==> config.mk <==
export PLATFORM = sky130hd
export DESIGN_NAME = mac_sequencer
export DESIGN_NICKNAME = d
export VERILOG_FILES = /design/src/rtl/mac_seq_pkg.sv /design/src/rtl/mac_seq_watchdog.sv /design/src/rtl/mac_sequencer.sv
export SDC_FILE = /design/constraint.sdc
export NUM_CORES = 1
export LEC_CHECK = 0
export CORE_ASPECT_RATIO = 1.5
export CORE_MARGIN = 2
export CORE_UTILIZATION = 41
export CTS_CLUSTER_DIAMETER = 50
export DETAILED_ROUTE_END_ITERATION = 16
export GPL_ROUTABILITY_DRIVEN = 0
export PLACE_DENSITY = 0.69
export SETUP_SLACK_MARGIN = 0.1
export SLEW_MARGIN = 25
export SYNTH_ARGS = -nofsm -noshare
export SYNTH_HDL_FRONTEND = slang
export SYNTH_SLANG_ARGS = --single-unit
==> constraint.sdc <==
create_clock -name clk -period 1.3 [get_ports clk]
set_input_delay 0.26 -clock clk [delete_from_list [all_inputs] [get_ports clk]]
set_output_delay 0.26 -clock clk [all_outputs]
set_load 0.03 [all_outputs]
==> src/rtl/mac_seq_pkg.sv <==
// mac_seq_pkg: shared state encoding and default watchdog limit for the
// MAC burst sequencer.
package mac_seq_pkg;

  // Default number of MUL_WAIT cycles before the watchdog gives up.
  localparam int unsigned TMO_CYC_DEFAULT = 24;

  typedef enum logic [2:0] {
    IDLE,
    CLEAR,
    WAIT_OP,
    LOAD,
    MUL_START,
    MUL_WAIT,
    ACC,
    DONE
  } mac_seq_state_t;

endpackage

==> src/rtl/mac_seq_watchdog.sv <==
// mac_seq_watchdog: end_mul rising-edge detector plus the multiply-phase
// timeout counter. 'clear' zeroes the counter at the start of a multiply,
// 'arm' qualifies edge detection and counting while the multiply is pending.
module mac_seq_watchdog
  import mac_seq_pkg::*;
#(
  parameter int unsigned TMO_CYC = TMO_CYC_DEFAULT
) (
  input  logic clk,
  input  logic reset,
  input  logic arm,
  input  logic clear,
  input  logic end_mul,
  output logic rise,
  output logic expired
);

  localparam int unsigned CNT_W = (TMO_CYC > 1) ? $clog2(TMO_CYC) : 1;
  localparam logic [CNT_W-1:0] LIMIT = CNT_W'(TMO_CYC - 1);

  logic             end_mul_q;
  logic [CNT_W-1:0] cnt;

  // Track end_mul every cycle so a level already high when the multiply
  // begins looks stale; count armed cycles up to the limit.
  // NOTE: state registers use non-blocking assignments and reset
  // asynchronously on the falling edge of the active-low reset.
  always_ff @(posedge clk or negedge reset) begin
    if (!reset) begin
      end_mul_q <= 1'b0;
      cnt       <= '0;
    end else begin
      end_mul_q <= end_mul;
      if (clear) begin
        cnt <= '0;
      end else if (arm && (cnt != LIMIT)) begin
        cnt <= cnt + CNT_W'(1);
      end
    end
  end

  assign rise    = arm & end_mul & ~end_mul_q;
  assign expired = arm & (cnt == LIMIT);

endmodule

==> src/rtl/mac_sequencer.sv <==
// mac_sequencer: runs a burst of multiply-accumulate operations, pulling one
// operand pair per operation over valid/ready and issuing the datapath
// commands. Command outputs are decoded from the state register.
module mac_sequencer
  import mac_seq_pkg::*;
#(
  parameter int unsigned LEN_W   = 4,
  parameter int unsigned TMO_CYC = TMO_CYC_DEFAULT
) (
  input  logic             clk,
  input  logic             reset,
  input  logic             start,
  input  logic             clear_acc,
  input  logic [LEN_W-1:0] burst_len,
  input  logic             abort,
  input  logic             op_valid,
  output logic             op_ready,
  output logic             load_op,
  output logic             begin_mul,
  input  logic             end_mul,
  output logic             add,
  output logic             acc_clear,
  output logic             busy,
  output logic             done,
  output logic             error,
  output logic [LEN_W-1:0] op_count
);

  mac_seq_state_t   state;
  logic [LEN_W-1:0] len_q;
  logic [LEN_W-1:0] count_inc;
  logic             mul_rise;
  logic             mul_expired;

  assign count_inc = op_count + LEN_W'(1);

  mac_seq_watchdog #(
    .TMO_CYC (TMO_CYC)
  ) u_watchdog (
    .clk     (clk),
    .reset   (reset),
    .arm     (state == MUL_WAIT),
    .clear   (state == MUL_START),
    .end_mul (end_mul),
    .rise    (mul_rise),
    .expired (mul_expired)
  );

  // Sequencer FSM with the latched length, op counter and sticky error.
  always_ff @(posedge clk or negedge reset) begin
    if (!reset) begin
      state    <= IDLE;
      len_q    <= '0;
      op_count <= '0;
      error    <= 1'b0;
    end else if (abort && (state != IDLE)) begin
      // Abort beats every other event; op_count keeps its value.
      state <= IDLE;
    end else begin
      case (state)
        IDLE: begin
          if (start) begin
            len_q    <= burst_len;
            op_count <= '0;
            error    <= 1'b0;
            if (burst_len == '0) begin
              state <= DONE;
            end else if (clear_acc) begin
              state <= CLEAR;
            end else begin
              state <= WAIT_OP;
            end
          end
        end
        CLEAR:     state <= WAIT_OP;
        WAIT_OP: begin
          if (op_valid) begin
            state <= LOAD;
          end
        end
        LOAD:      state <= MUL_START;
        MUL_START: state <= MUL_WAIT;
        MUL_WAIT: begin
          // A real completion edge wins over a same-cycle timeout.
          if (mul_rise) begin
            state <= ACC;
          end else if (mul_expired) begin
            error <= 1'b1;
            state <= DONE;
          end
        end
        ACC: begin
          if (op_count != len_q) begin
            op_count <= count_inc;
          end
          if (count_inc == len_q) begin
            state <= DONE;
          end else begin
            state <= WAIT_OP;
          end
        end
        DONE:      state <= IDLE;
        default:   state <= IDLE;
      endcase
    end
  end

  // Moore decode of the command pulses; one state per pulse keeps them disjoint.
  // NOTE: every output gets a default before the case so no latch is inferred.
  always_comb begin
    op_ready  = 1'b0;
    load_op   = 1'b0;
    begin_mul = 1'b0;
    add       = 1'b0;
    acc_clear = 1'b0;
    done      = 1'b0;
    busy      = (state != IDLE);
    case (state)
      CLEAR:     acc_clear = 1'b1;
      WAIT_OP:   op_ready  = 1'b1;
      LOAD:      load_op   = 1'b1;
      MUL_START: begin_mul = 1'b1;
      ACC:       add       = 1'b1;
      DONE:      done      = 1'b1;
      default:   ;
    endcase
  end

endmodule

==> results.txt <==
Status: finished, violations left
Failing checks: negative setup slack
Unrepaired setup endpoints after global routing: true
Post-Route WL: 2910 um
Core outline area: 0.00245 mm^2
ANT nets after route: 0
Placement Setup Slack: -0.467 ns
Met1 wire length: 1060 um
First-pass GRT wire length: 4750 um
Final setup margin: -0.316 ns
Synth Net Count: 115
Total global routing overflow: 0
CTS Buffer Depth: 2
Initial core utilization: 43.1%
WP data required: 1.04 ns
Most common cell in the synthesized netlist: dfrtp_1
Via count of the routed design: 1001
Met3 wirelength from detailed routing: 74 um
DP Area: 0.00150 mm^2
Distinct cells, synth: 37
Clock latency reported for the late side of the worst-skew pair: 0.29 ns
Combined buffer and inverter count along the critical path: 3
Combined area of all synthesized cells: 0.00105 mm^2
Height of the die: 66.1 um
PortBufs: 22
Max-Slew Margin vs Limit: 80.4%
Number of antenna violations at the first check in global routing: 0
Clock transition at the registers of the reported paths: 0.11 ns
# DRC: 0
Fill cell instance count of the final layout: 163
Most used cell, CP: buf_6
H-tree Lvls: 1
Buffer cell driving the clock tree root: clkbuf_4
Number of vias per cell: 5.38
CP Data Arrival Time: 1.36 ns
Total power per unit cell area: 1610 mW/mm^2
Ys Warns: 0
Largest clock skew in the final design: 0.00173 ns
Synthesized instance count: 102
#FFs+latches synth: 18
Max-cap violations: 0
Delay of the slowest cell on the worst path: 0.45 ns
Share of cells above drive strength 1: 54.9%
Syn_area_per_cell: 10.3 um^2
Final count of pins violating max slew: 0
Number of global-route vias before repair: 1107
# diodes: 0
Series of cell instances along the critical path: buf_6 > and3b_2 > buf_6 > buf_6
Post-layout minimum cycle time: 1.62 ns
Number of top-level pins: 23
Highest Signal Layer: met4
Post-synth EDFFs: 0
Type of the worst min-delay path: in -> async
Family with the most delay on the worst path: flip-flops
Clk sinks: 18
Finished Core Util: 74.4%
Async SR Flop Fraction: 100%
Post-route fraction of the period consumed by the critical path: 124%
Leading cell types by count after synthesis: 18 x dfrtp_1, 8 x nand2_1, 7 x nor2_1
Portion of the post-synthesis area used by sequential elements: 42.7%
Largest net degree at the start of global routing: 19
Die area: 0.00300 mm^2
VDD IR-drop max: 1050 uV
Avg WL per Cell: 15.6 um
Number of endpoints failing setup at the final stage: 24
Peak clock frequency supported by timing: 619 MHz
Wire length on met2: 1750 um
Library cell contributing the largest single delay on the critical path: dfrtp_2
Category of the critical setup timing path: reg -> out
CTS tree: done
Kind of end point of the critical path: output port
Cell type with the highest aggregate area in the netlist: dfrtp_1
Top-area cell type share of the netlist area: 42.7%
1st-pass router iterations: 4
Die X: 45.4 um
Critical path peak fanout: 4
Final instance area: 0.00182 mm^2
Launching element type of the critical path: register
Total number of placement rows: 22
All-layer global routing usage: 21.9%
Post-detailed-placement half-perimeter wirelength: 1880 um
Hold Fails Final Rpt: 0
Synth area leaders: dfrtp_1 43%, xnor2_1 5.0%, xor2_1 5.0%, mux2_4 4.3%, mux2i_1 3.8%
Transition time at the pin with the least slew margin: 0.293 ns
Layout overhead on the synthesized area: 72.8%
Accumulated negative setup slack: -5.36 ns
Number of clock buffers inserted by TritonCTS: 3
Detailed Route Iter0 Violations: 23
Net count of the finished layout: 176
Post-synth top flop: dfrtp_1
Post-cts hold buffer count: 0
Leakage power figure: 0.859 nW
metrics by stage:
| step | std cells | total power [W] | hold slack, ns |
|---|---|---|---|
| 2_1_floorplan | 102 | 0.00174 | -0.0356 |
| 3_3_place_gp | 167 | 0.00215 | 0.502 |
| 3_5_place_dp | 167 | 0.00219 | 0.507 |
| 4_1_cts | 185 | 0.00288 | 0.284 |
| 5_1_grt | 186 | 0.00311 | 0.279 |
| 6_report | 186 | 0.00294 | 0.293 |
final cells by class:
type	count	area, um^2	area share, %
tap	24	30.0	1.65
multi-input combinational	76	702	38.5
timing repair buffer	61	588	32.3
inverter	3	11.3	0.618
clock buffer	4	36.3	1.99
sequential	18	455	25.0
timing repair:
item / in CTS / in global routing
pin swaps: 19 / 9
resized for setup: 41 / 7
endpoints found under the setup margin: 28 / 28
setup buffers: 14 / 1
report_power, final:
part	switching, W	internal, W	leakage, nW
Clock	0.000178	0.000171	0.0210
Sequential	0.000133	0.000694	0.231
Combinational	0.000804	0.000959	0.607
Total	0.00112	0.00182	0.859
path summary, 6_finish.rpt:
kind,from,to,slack [ns],cells past startpoint
worst max-delay path,state[1]$_DFFE_PN0P_,add,-0.32,4
worst min-delay path,reset,u_watchdog.cnt[3]$_DFFE_PN0P_,0.29,2
worst max register to register,state[0]$_DFFE_PN0P_,op_count[0]$_DFFE_PN0P_,-0.28,6
worst min register to register,error$_DFFE_PN0P_,error$_DFFE_PN0P_,0.53,1
max in group asynchronous,reset,op_count[0]$_DFFE_PN0P_,0.79,2
min in group clk,end_mul,u_watchdog.end_mul_q$_DFF_PN0_,0.43,1
flip-flops by register name, summed over array words and instances, names as in the netlist:
name,flops
error,1
len_q,4
op_count,4
state,3
u_watchdog.cnt,5
u_watchdog.end_mul_q,1
layer usage:
layer  vias to the layer above  global-route usage (%)
met1                       492                    22.5
met5                         -                       0
met2                        24                    41.2
met3                         4                    3.01
met4                         0                    9.56
li1                        481                       -
worst register-to-register path, stage by stage, from the launching register on:
cell and delay, ns:
dfrtp_1 0.43, buf_6 0.15, and3b_2 0.26, buf_4 0.12, nor3b_4 0.24, nand2_2 0.12
mux2i_1 0.18
logic make-up (layout without fill, tap and decap cells):
family | after synthesis | count (layout) | share of synthesized area (%)
compound gates | 12 | 12 | 8.54
xor+xnor | 12 | 12 | 9.96
fa+ha+maj | 2 | 2 | 2.37
mux | 8 | 8 | 9.13
simple gates | 42 | 42 | 23.3
flops | 18 | 18 | 42.7
buf+inv | 8 | 68 | 4.03
cell usage in the layout (no fill, tap or decap), types with 2 or more instances in the layout:
cell type        instances
dfrtp_1                 14
xnor2_1                  6
clkbuf_4                 3
and3b_2                  2
nand4_1                  2
and3_1                   3
mux2i_1                  4
inv_1                    2
nand2b_1                 2
dfrtp_2                  4
nor2b_1                  2
xor2_1                   5
nor2_1                   6
nand2_1                  5
mux2_4                   3
buf_6                   27
nand2_4                  2
clkdlybuf4s50_1         10
nand3_2                  4
nor3b_4                  3
buf_4                   23
(Power assumes the default switching activity.)
